### src/rtl/score_display.sv
// Binary score to 5-digit BCD via iterative double-dabble,
// then multiplexed onto an active-low 7-segment display.
module score_display #(
  parameter int unsigned REFRESH_DIV = 50000
) (
  input  logic        clk,
  input  logic        reset,
  input  logic [15:0] score,
  output logic [19:0] bcd,
  output logic        conv_done,
  output logic        busy,
  output logic [4:0]  dig_an,
  output logic [6:0]  seg
);

  typedef enum logic [1:0] {IDLE, SHIFT, DONE} state_t;

  localparam logic [19:0] DIV_M1 = 20'(REFRESH_DIV - 1);

  state_t      state_q, state_d;
  logic [15:0] last_q, last_d;
  logic [15:0] sh_q, sh_d;
  logic [19:0] scr_q, scr_d;
  logic [19:0] bcd_q, bcd_d;
  logic [3:0]  it_q, it_d;
  logic        done_q, done_d;
  logic [19:0] adj;

  logic [19:0] cnt_q, cnt_d;
  logic [2:0]  idx_q, idx_d;
  logic [4:0]  an_q, an_d;
  logic [6:0]  seg_q, seg_d;
  logic [4:0]  nz, live;
  logic [3:0]  dig;

  function automatic logic [6:0] enc(input logic [3:0] d);
    logic [6:0] s;
    unique case (d)
      4'd0:    s = 7'h40;
      4'd1:    s = 7'h79;
      4'd2:    s = 7'h24;
      4'd3:    s = 7'h30;
      4'd4:    s = 7'h19;
      4'd5:    s = 7'h12;
      4'd6:    s = 7'h02;
      4'd7:    s = 7'h78;
      4'd8:    s = 7'h00;
      4'd9:    s = 7'h10;
      default: s = 7'h7F;
    endcase
    return s;
  endfunction

  always_comb begin
    adj = scr_q;
    for (int i = 0; i < 5; i++) begin
      if (scr_q[4*i +: 4] >= 4'd5)
        adj[4*i +: 4] = scr_q[4*i +: 4] + 4'd3;
    end
  end

  always_comb begin
    state_d = state_q;
    last_d  = last_q;
    sh_d    = sh_q;
    scr_d   = scr_q;
    bcd_d   = bcd_q;
    it_d    = it_q;
    done_d  = 1'b0;
    unique case (state_q)
      IDLE: begin
        if (score != last_q) begin
          sh_d    = score;
          last_d  = score;
          scr_d   = '0;
          it_d    = '0;
          state_d = SHIFT;
        end
      end
      SHIFT: begin
        {scr_d, sh_d} = {adj, sh_q} << 1;
        it_d = it_q + 4'd1;
        if (it_q == 4'd15)
          state_d = DONE;
      end
      DONE: begin
        bcd_d   = scr_q;
        done_d  = 1'b1;
        state_d = IDLE;
      end
      default: state_d = IDLE;
    endcase
  end

  // Scan path reads only the latched result, never the scratch.
  always_comb begin
    nz = '0;
    for (int i = 0; i < 5; i++)
      nz[i] = |bcd_q[4*i +: 4];
    live[4] = nz[4];
    for (int i = 3; i >= 0; i--)
      live[i] = nz[i] | live[i+1];

    cnt_d = cnt_q + 20'd1;
    idx_d = idx_q;
    if (cnt_q >= DIV_M1) begin
      cnt_d = '0;
      idx_d = (idx_q == 3'd4) ? 3'd0 : idx_q + 3'd1;
    end

    dig  = bcd_q[{idx_d, 2'b00} +: 4];
    an_d = ~(5'b00001 << idx_d);
    if (idx_d != 3'd0 && !live[idx_d])
      seg_d = 7'h7F;
    else
      seg_d = enc(dig);
  end

  always_ff @(posedge clk or negedge reset) begin
    if (!reset) begin
      state_q <= IDLE;
      last_q  <= '0;
      sh_q    <= '0;
      scr_q   <= '0;
      bcd_q   <= '0;
      it_q    <= '0;
      done_q  <= 1'b0;
      cnt_q   <= '0;
      idx_q   <= '0;
      an_q    <= 5'b11110;
      seg_q   <= 7'h40;
    end else begin
      state_q <= state_d;
      last_q  <= last_d;
      sh_q    <= sh_d;
      scr_q   <= scr_d;
      bcd_q   <= bcd_d;
      it_q    <= it_d;
      done_q  <= done_d;
      cnt_q   <= cnt_d;
      idx_q   <= idx_d;
      an_q    <= an_d;
      seg_q   <= seg_d;
    end
  end

  assign bcd       = bcd_q;
  assign conv_done = done_q;
  assign busy      = (state_q != IDLE);
  assign dig_an    = an_q;
  assign seg       = seg_q;

endmodule

### config.mk
export PLATFORM = sky130hd
export DESIGN_NAME = score_display
export DESIGN_NICKNAME = d
export VERILOG_FILES = /design/src/rtl/score_display.sv
export SDC_FILE = /design/constraint.sdc
export NUM_CORES = 1
export LEC_CHECK = 0
export CELL_PAD_IN_SITES_DETAIL_PLACEMENT = 1
export CELL_PAD_IN_SITES_GLOBAL_PLACEMENT = 1
export CORE_MARGIN = 2
export CORE_UTILIZATION = 26
export CTS_CLUSTER_SIZE = 10
export DETAILED_ROUTE_END_ITERATION = 7
export PLACE_DENSITY = 0.55
export SKIP_LAST_GASP = 1
export SLEW_MARGIN = 20
export SYNTH_ARGS = -nofsm -noshare
export SYNTH_HDL_FRONTEND = slang
export SYNTH_SLANG_ARGS = --single-unit
### constraint.sdc
create_clock -name clk -period 3.2 [get_ports clk]
set_clock_uncertainty 0.05 [all_clocks]
set_input_delay 0.32 -clock clk [delete_from_list [all_inputs] [get_ports clk]]
set_output_delay 0.32 -clock clk [all_outputs]
set_load 0.03 [all_outputs]
# ---- Yosys cells after proc, flatten, opt, wreduce, memory -nomap -nowiden
# Memory sizes are Yosys's and may differ from the RTL's.
# Index checks and enable logic that the tools add are counted.
dict set report word_totals {
  output_inout_bits 34
  in_bits 18
  rom_bits 112
  reg_bits 114
  wordCells 76
  mem_count 1
}
dict set report classes {
  mux 21
  shift 2
  eq_ne 7
  order_cmp 7
  bitwise 5
  addsub 8
  reduce_logical 14
}
# memory words width rd rd_clocked_by_memory_dff wr line_no
set mem_list {}
lappend mem_list {{(no name shown)} 16 7 1 0 0 38} ;# unique case (d)
# op count
set op_table {}
lappend op_table {{two-way mux 20 bit} 2}
lappend op_table {{case mux 20 bit (2 select lines)} 1}
lappend op_table {{case mux 16 bit (2 select lines)} 1}
lappend op_table {{adder 20 x 1 -> 20 bit, second input constant} 1}
lappend op_table {{greater-or-equal comparator 20 x 16 -> 1 bit, second input constant} 1}
lappend op_table {{greater-or-equal comparator 4 x 3 -> 1 bit, second input constant} 5}
lappend op_table {{two-way mux 4 bit} 5}
lappend op_table {{OR reduction 4 bit} 5}
lappend op_table {{indexed part select 20 x 6 -> 4 bit} 1}
lappend op_table {{adder 4 x 2 -> 4 bit, second input constant} 4}
lappend op_table {{two-way mux 16 bit} 1}
lappend op_table {{inequality test 16 bit} 1}
lappend op_table {{two-way mux 3 bit} 3}
lappend op_table {{case mux 4 bit (2 select lines)} 1}
lappend op_table {{two-way mux 7 bit} 1}
lappend op_table {{AND reduction 2 bit} 3}
lappend op_table {{NOT 5 bit} 1}
lappend op_table {{<< shifter 1 x 3 -> 5 bit, first input constant} 1}
lappend op_table {{adder 4 x 1 -> 4 bit, second input constant} 1}
lappend op_table {{== test 4 bit, second input constant} 1}
lappend op_table {{< comparator 3 x 4 -> 1 bit, second input constant} 1}
lappend op_table {{two-way mux 2 bit} 2}
lappend op_table {{inequality test 2 bit, second input constant} 2}
lappend op_table {{OR 1 bit} 4}
lappend op_table {{other kinds (13)} 15}

# ---- Logic depth before layout (Yosys ltp)
dict set report logic_depth {
  depth_word 10
  ltp_mapped 13
  ltp_nobuf 12
}

# ---- Worst setup path after synthesis
# OpenSTA, ideal clock, no wires.
dict set report synth_path {
  path_type {flip-flop to flip-flop}
  from {register idx_q[0]}
  to {register seg_q[6] (netlist: seg[6])}
  path_stages_with_launch 13
  synth_period_minus_slack_ns 2.927
  arrival_ns 2.803
  n_path_buf 1
  t_required_ns 3.077
  setup_slack_ns 0.273
  setup_time_ns 0.073
  path_cell_list {dfrtp_1 -> clkbuf_1 -> inv_1 -> ha_1 -> o2111ai_1 -> a21o_1 -> o22a_1 -> o211a_1 -> o32ai_2 -> ha_1 -> inv_1 -> mux2_1 -> a21oi_1}
}
dict set report synth_between {
  elab_chain_cells 8
  word_cells_on_any_way 12
  classes_between {add/sub (1); eq/ne (1); shift (1); mux (5); reduce/logical (3); memory (1)}
}
# element line_no
set synth_lines {}
lappend synth_lines {{from (decl)} 30} ;# logic [2:0] idx_q, idx_d;
lappend synth_lines {{from (signal assigned)} 141} ;# idx_q <= idx_d;
lappend synth_lines {{adder 3 x 1 -> 3 bit / == test 3 bit (equally long branches)} 108} ;# idx_d = (idx_q == 3'd4) ? 3'd0 : idx_q + 3'd1;
lappend synth_lines {{two-way mux 3 bit} 108}
lappend synth_lines {{two-way mux 3 bit (*)} 106} ;# if (cnt_q >= DIV_M1) begin
lappend synth_lines {{branches (longest 4 deep; another with memory (16 x 7 bit))} --}
lappend synth_lines {{two-way mux 7 bit (*)} 113} ;# if (idx_d != 3'd0 && !live[idx_d])
lappend synth_lines {{via seg_d[6]} 32} ;# logic [6:0] seg_q, seg_d;
lappend synth_lines {{to (signal assigned)} 143} ;# seg_q <= seg_d;
lappend synth_lines {{to (decl)} 32}
# Mark *: on every way through the listed nets, which the timed path passes. The select of a mux whose other input is x is not followed.
# A chain may end at the register's enable or synchronous reset.

# ---- Worst setup path after layout
dict set report layout_path {
  from {register cnt_q[18]}
  to {register seg_q[6] (netlist: seg[6])}
}
dict set report layout_between {
  elab_chain_cells 7
  word_cells_on_any_way 10
  classes_between {order compare (1); shift (1); mux (4); reduce/logical (3); memory (1)}
}
# element line_no
set layout_lines {}
lappend layout_lines {{from (decl)} 29} ;# logic [19:0] cnt_q, cnt_d;
lappend layout_lines {{from (signal assigned)} 140} ;# cnt_q <= cnt_d;
lappend layout_lines {{greater-or-equal comparator 20 x 16 -> 1 bit (*)} 106}
lappend layout_lines {{two-way mux 3 bit (*)} 106}
lappend layout_lines {{branches (longest 4 deep; another with memory (16 x 7 bit))} --}
lappend layout_lines {{two-way mux 7 bit (*)} 113}
lappend layout_lines {{via seg_d[6]} 32}
# Marks and branches as above.

==> impl_metrics.ini <==
[sta]
worst_slew_pin_slew_ns = 0.768
rsz0062_at_grt = no
fin_crit_sh_pct = 93.6
finalCriticalPeriod_ns = 2.99
hold_violations = 0
max_freq_mhz = 334
finalSetupTns_ns = 0
maxSlewViolCount = 0
relSlewSlack_pct = 48.8
finalSetupViolCount = 0

[global_route]
gr-usage-met1_pct = 16.9
grt.busiest_layer = met2
grt_pass1_vias = 5001
grt_overflow_total = 0
grt_max_degree = 71
antenna_found_initial = 0
grt_use_met2_pct = 23.0
grt_util_all_layers_pct = 13.6
grtUsageMet3_pct = 3.16
grt_pass1_wl_mm = 25.8

[die]
initial_core_util_pct = 26.6
fp.dieH_um = 154
core_area_mm2 = 0.0219
io_pins = 52
dieArea_mm2 = 0.0236
die_w_um = 154
rows = 54

[pwr]
vdd_drop_max_uv = 390
p_per_area_mw_per_mm2 = 1070
p_leak_nw = 3.15

[worst_setup_path]
critPathSlowestCell = nor4_4
endpoint_kind = register
cp_cell_sequence = nor4_4, nand3_1, a22o_2, mux2i_4, o32ai_2, ha_1, inv_1, mux2_1, a21oi_1
path_buf_inv = 1
worst_setup_path_start_kind = register
critPathArrivalTime_ns = 3.29
max_stage_delay_ns = 0.47
crit_fanout = 10
cpLargestDelayFamily = compound AO/OA/AOI/OAI gates
path_class = reg2reg
critPathRequiredTime_ns = 3.50

[cts]
clock_path_buffers = 2
clk_pin_slew_ns = 0.06
cts_tree = yes
worstSkewPairLatency_ns = 0.42
postCtsSetupBuffers = 0
clock_sinks = 114
cts_buffers = 17
h-tree-depth = 4
ctsRootBufferMaster = clkbuf_16

[logic_synthesis]
synth-edff-count = 0
ys_warn_count = 0
synth_area_per_cell_um2 = 10.2
synth.distinct_cells = 56
syn_inst = 569
ys_seq_area_share_pct = 49.1
netlist_area_mm2 = 0.00582
async_flop_share_pct = 100
synth_flop_cell = dfrtp_1
ys_seq_elements = 114

[detailed_routing]
num_vias = 4490
wl_per_cell_um = 16.3
drt-pass1-iter-count = 4
vias_per_cell = 4.88
wl_mm = 15.0
antenna_left = 0
drc_errors = 0
drt_iter0_drc = 97

[run_status]
outcome = complete, no violations

[layout]
fin_util_pct = 33.8
drive_gt1_share_pct = 15.2
area_delta_synth_final_pct = 27.2
n_antenna_cell = 0
nets = 662

[worst_hold_path]
hp-class = in2async

[run]
drv_cap = 0

[place]
port_buffers = 51
routabilityCongestion = 0.786
dp_hpwl_mm = 10.7
==> synthesized netlist by cell type, types with 7 or more instances <==
master	number	area, um2
nor3_1	7	35.0
nand3_1	17	85.1
inv_1	23	86.3
o22ai_1	11	68.8
clkbuf_1	20	75.1
nand2_1	81	304
a22oi_1	19	143
nand2b_1	9	56.3
a21oi_1	17	85.1
nand4_1	9	56.3
and2_1	7	43.8
xor2_1	11	96.3
dfrtp_1	109	2730
mux2i_1	10	100
mux2_2	31	349
and3_1	7	43.8
ha_1	17	213
o21ai_0	28	140
xnor2_1	28	245
nor2_1	31	116
==> power by group <==
group | internal, W | total, W | switching [W]
Combinational | 0.00142 | 0.00323 | 0.00181
Clock | 0.00156 | 0.00225 | 0.000694
Sequential | 0.00199 | 0.00245 | 0.000461
==> registers in the layout, indices dropped and copies added, names as in the netlist <==
register	flops
state_q	2
cnt_q	20
conv_done	1
seg	7
last_q	16
sh_q	16
bcd	20
it_q	4
dig_an	5
scr_q	20
idx_q	3
==> path summary, 6_finish.rpt <==
check,slack [ns],depth (start not counted),to,from
max reg2reg,0.21,9,seg[6]$_DFF_PN1_,cnt_q[18]$_DFF_PN0_
max in group asynchronous,1.87,3,cnt_q[5]$_DFF_PN0_,reset
max,0.21,9,seg[6]$_DFF_PN1_,cnt_q[18]$_DFF_PN0_
min reg2reg,0.41,1,cnt_q[0]$_DFF_PN0_,cnt_q[0]$_DFF_PN0_
min in group clk,0.41,1,cnt_q[0]$_DFF_PN0_,cnt_q[0]$_DFF_PN0_
min,0.41,2,bcd[13]$_DFFE_PN0P_,reset
==> through the flow <==
stage	total power (W)	cells	area (um2)	hold WS, ns	setup WS [ns]
floorplan	0.00466	572	5830	-0.0256	0.273
global placement	0.00560	887	6690	0.324	0.386
detailed placement	0.00573	887	6690	0.333	0.241
CTS	0.00806	920	7390	0.418	0.220
global route	0.00853	920	7400	0.448	0.0159
finish	0.00793	920	7400	0.409	0.206
==> cell type report <==
class / count / area, um2
Fill cell: 2457 / 14500
Sequential cell: 114 / 2860
Multi-Input combinational cell: 405 / 2780
Timing Repair Buffer: 65 / 628
Clock buffer: 18 / 439
Tap cell: 280 / 350
Clock inverter: 14 / 259
Inverter: 24 / 90.1
==> worst register-to-register path: stages (launching register included) <==
cell	delay [ns]
dfrtp_1	0.39
nor4_4	0.47
nand3_1	0.21
a22o_2	0.37
mux2i_4	0.27
o32ai_2	0.47
ha_1	0.22
inv_1	0.05
mux2_1	0.29
a21oi_1	0.15
==> logic make-up after synthesis <==
kind of cell	after synthesis	synth area share, %
mux	43	8.30
fa+ha+maj	17	3.66
buf+inv	53	3.68
flops	114	49.1
simple gates	179	14.2
compound gates	123	15.1
xor+xnor	39	5.87
other cells	1	0.0644
==> timing repair <==
item                                    in CTS  in global routing
gates resized for setup                      0                  1
hold buffers                                 1                  0
endpoints found under the hold margin       39                  0
endpoints found under the setup margin       0                  4
==> routing by layer <==
layer	part of all wire (%)	vias to the layer above
li1	-	2135
met1	45	2241
met2	49	88
met3	3.8	26
met4	2.1	0
met5	0	-
==> layout by cell type, fill, tap and decap left out, types with 19 or more instances in the layout <==
cell type	instances
xnor2_1	28
nor2_1	30
a22oi_1	19
mux2_2	31
inv_1	23
nand2_1	81
o21ai_0	28
dfrtp_1	109
clkdlybuf4s50_1	50
Note: power is estimated with default switching activity, not from simulation.
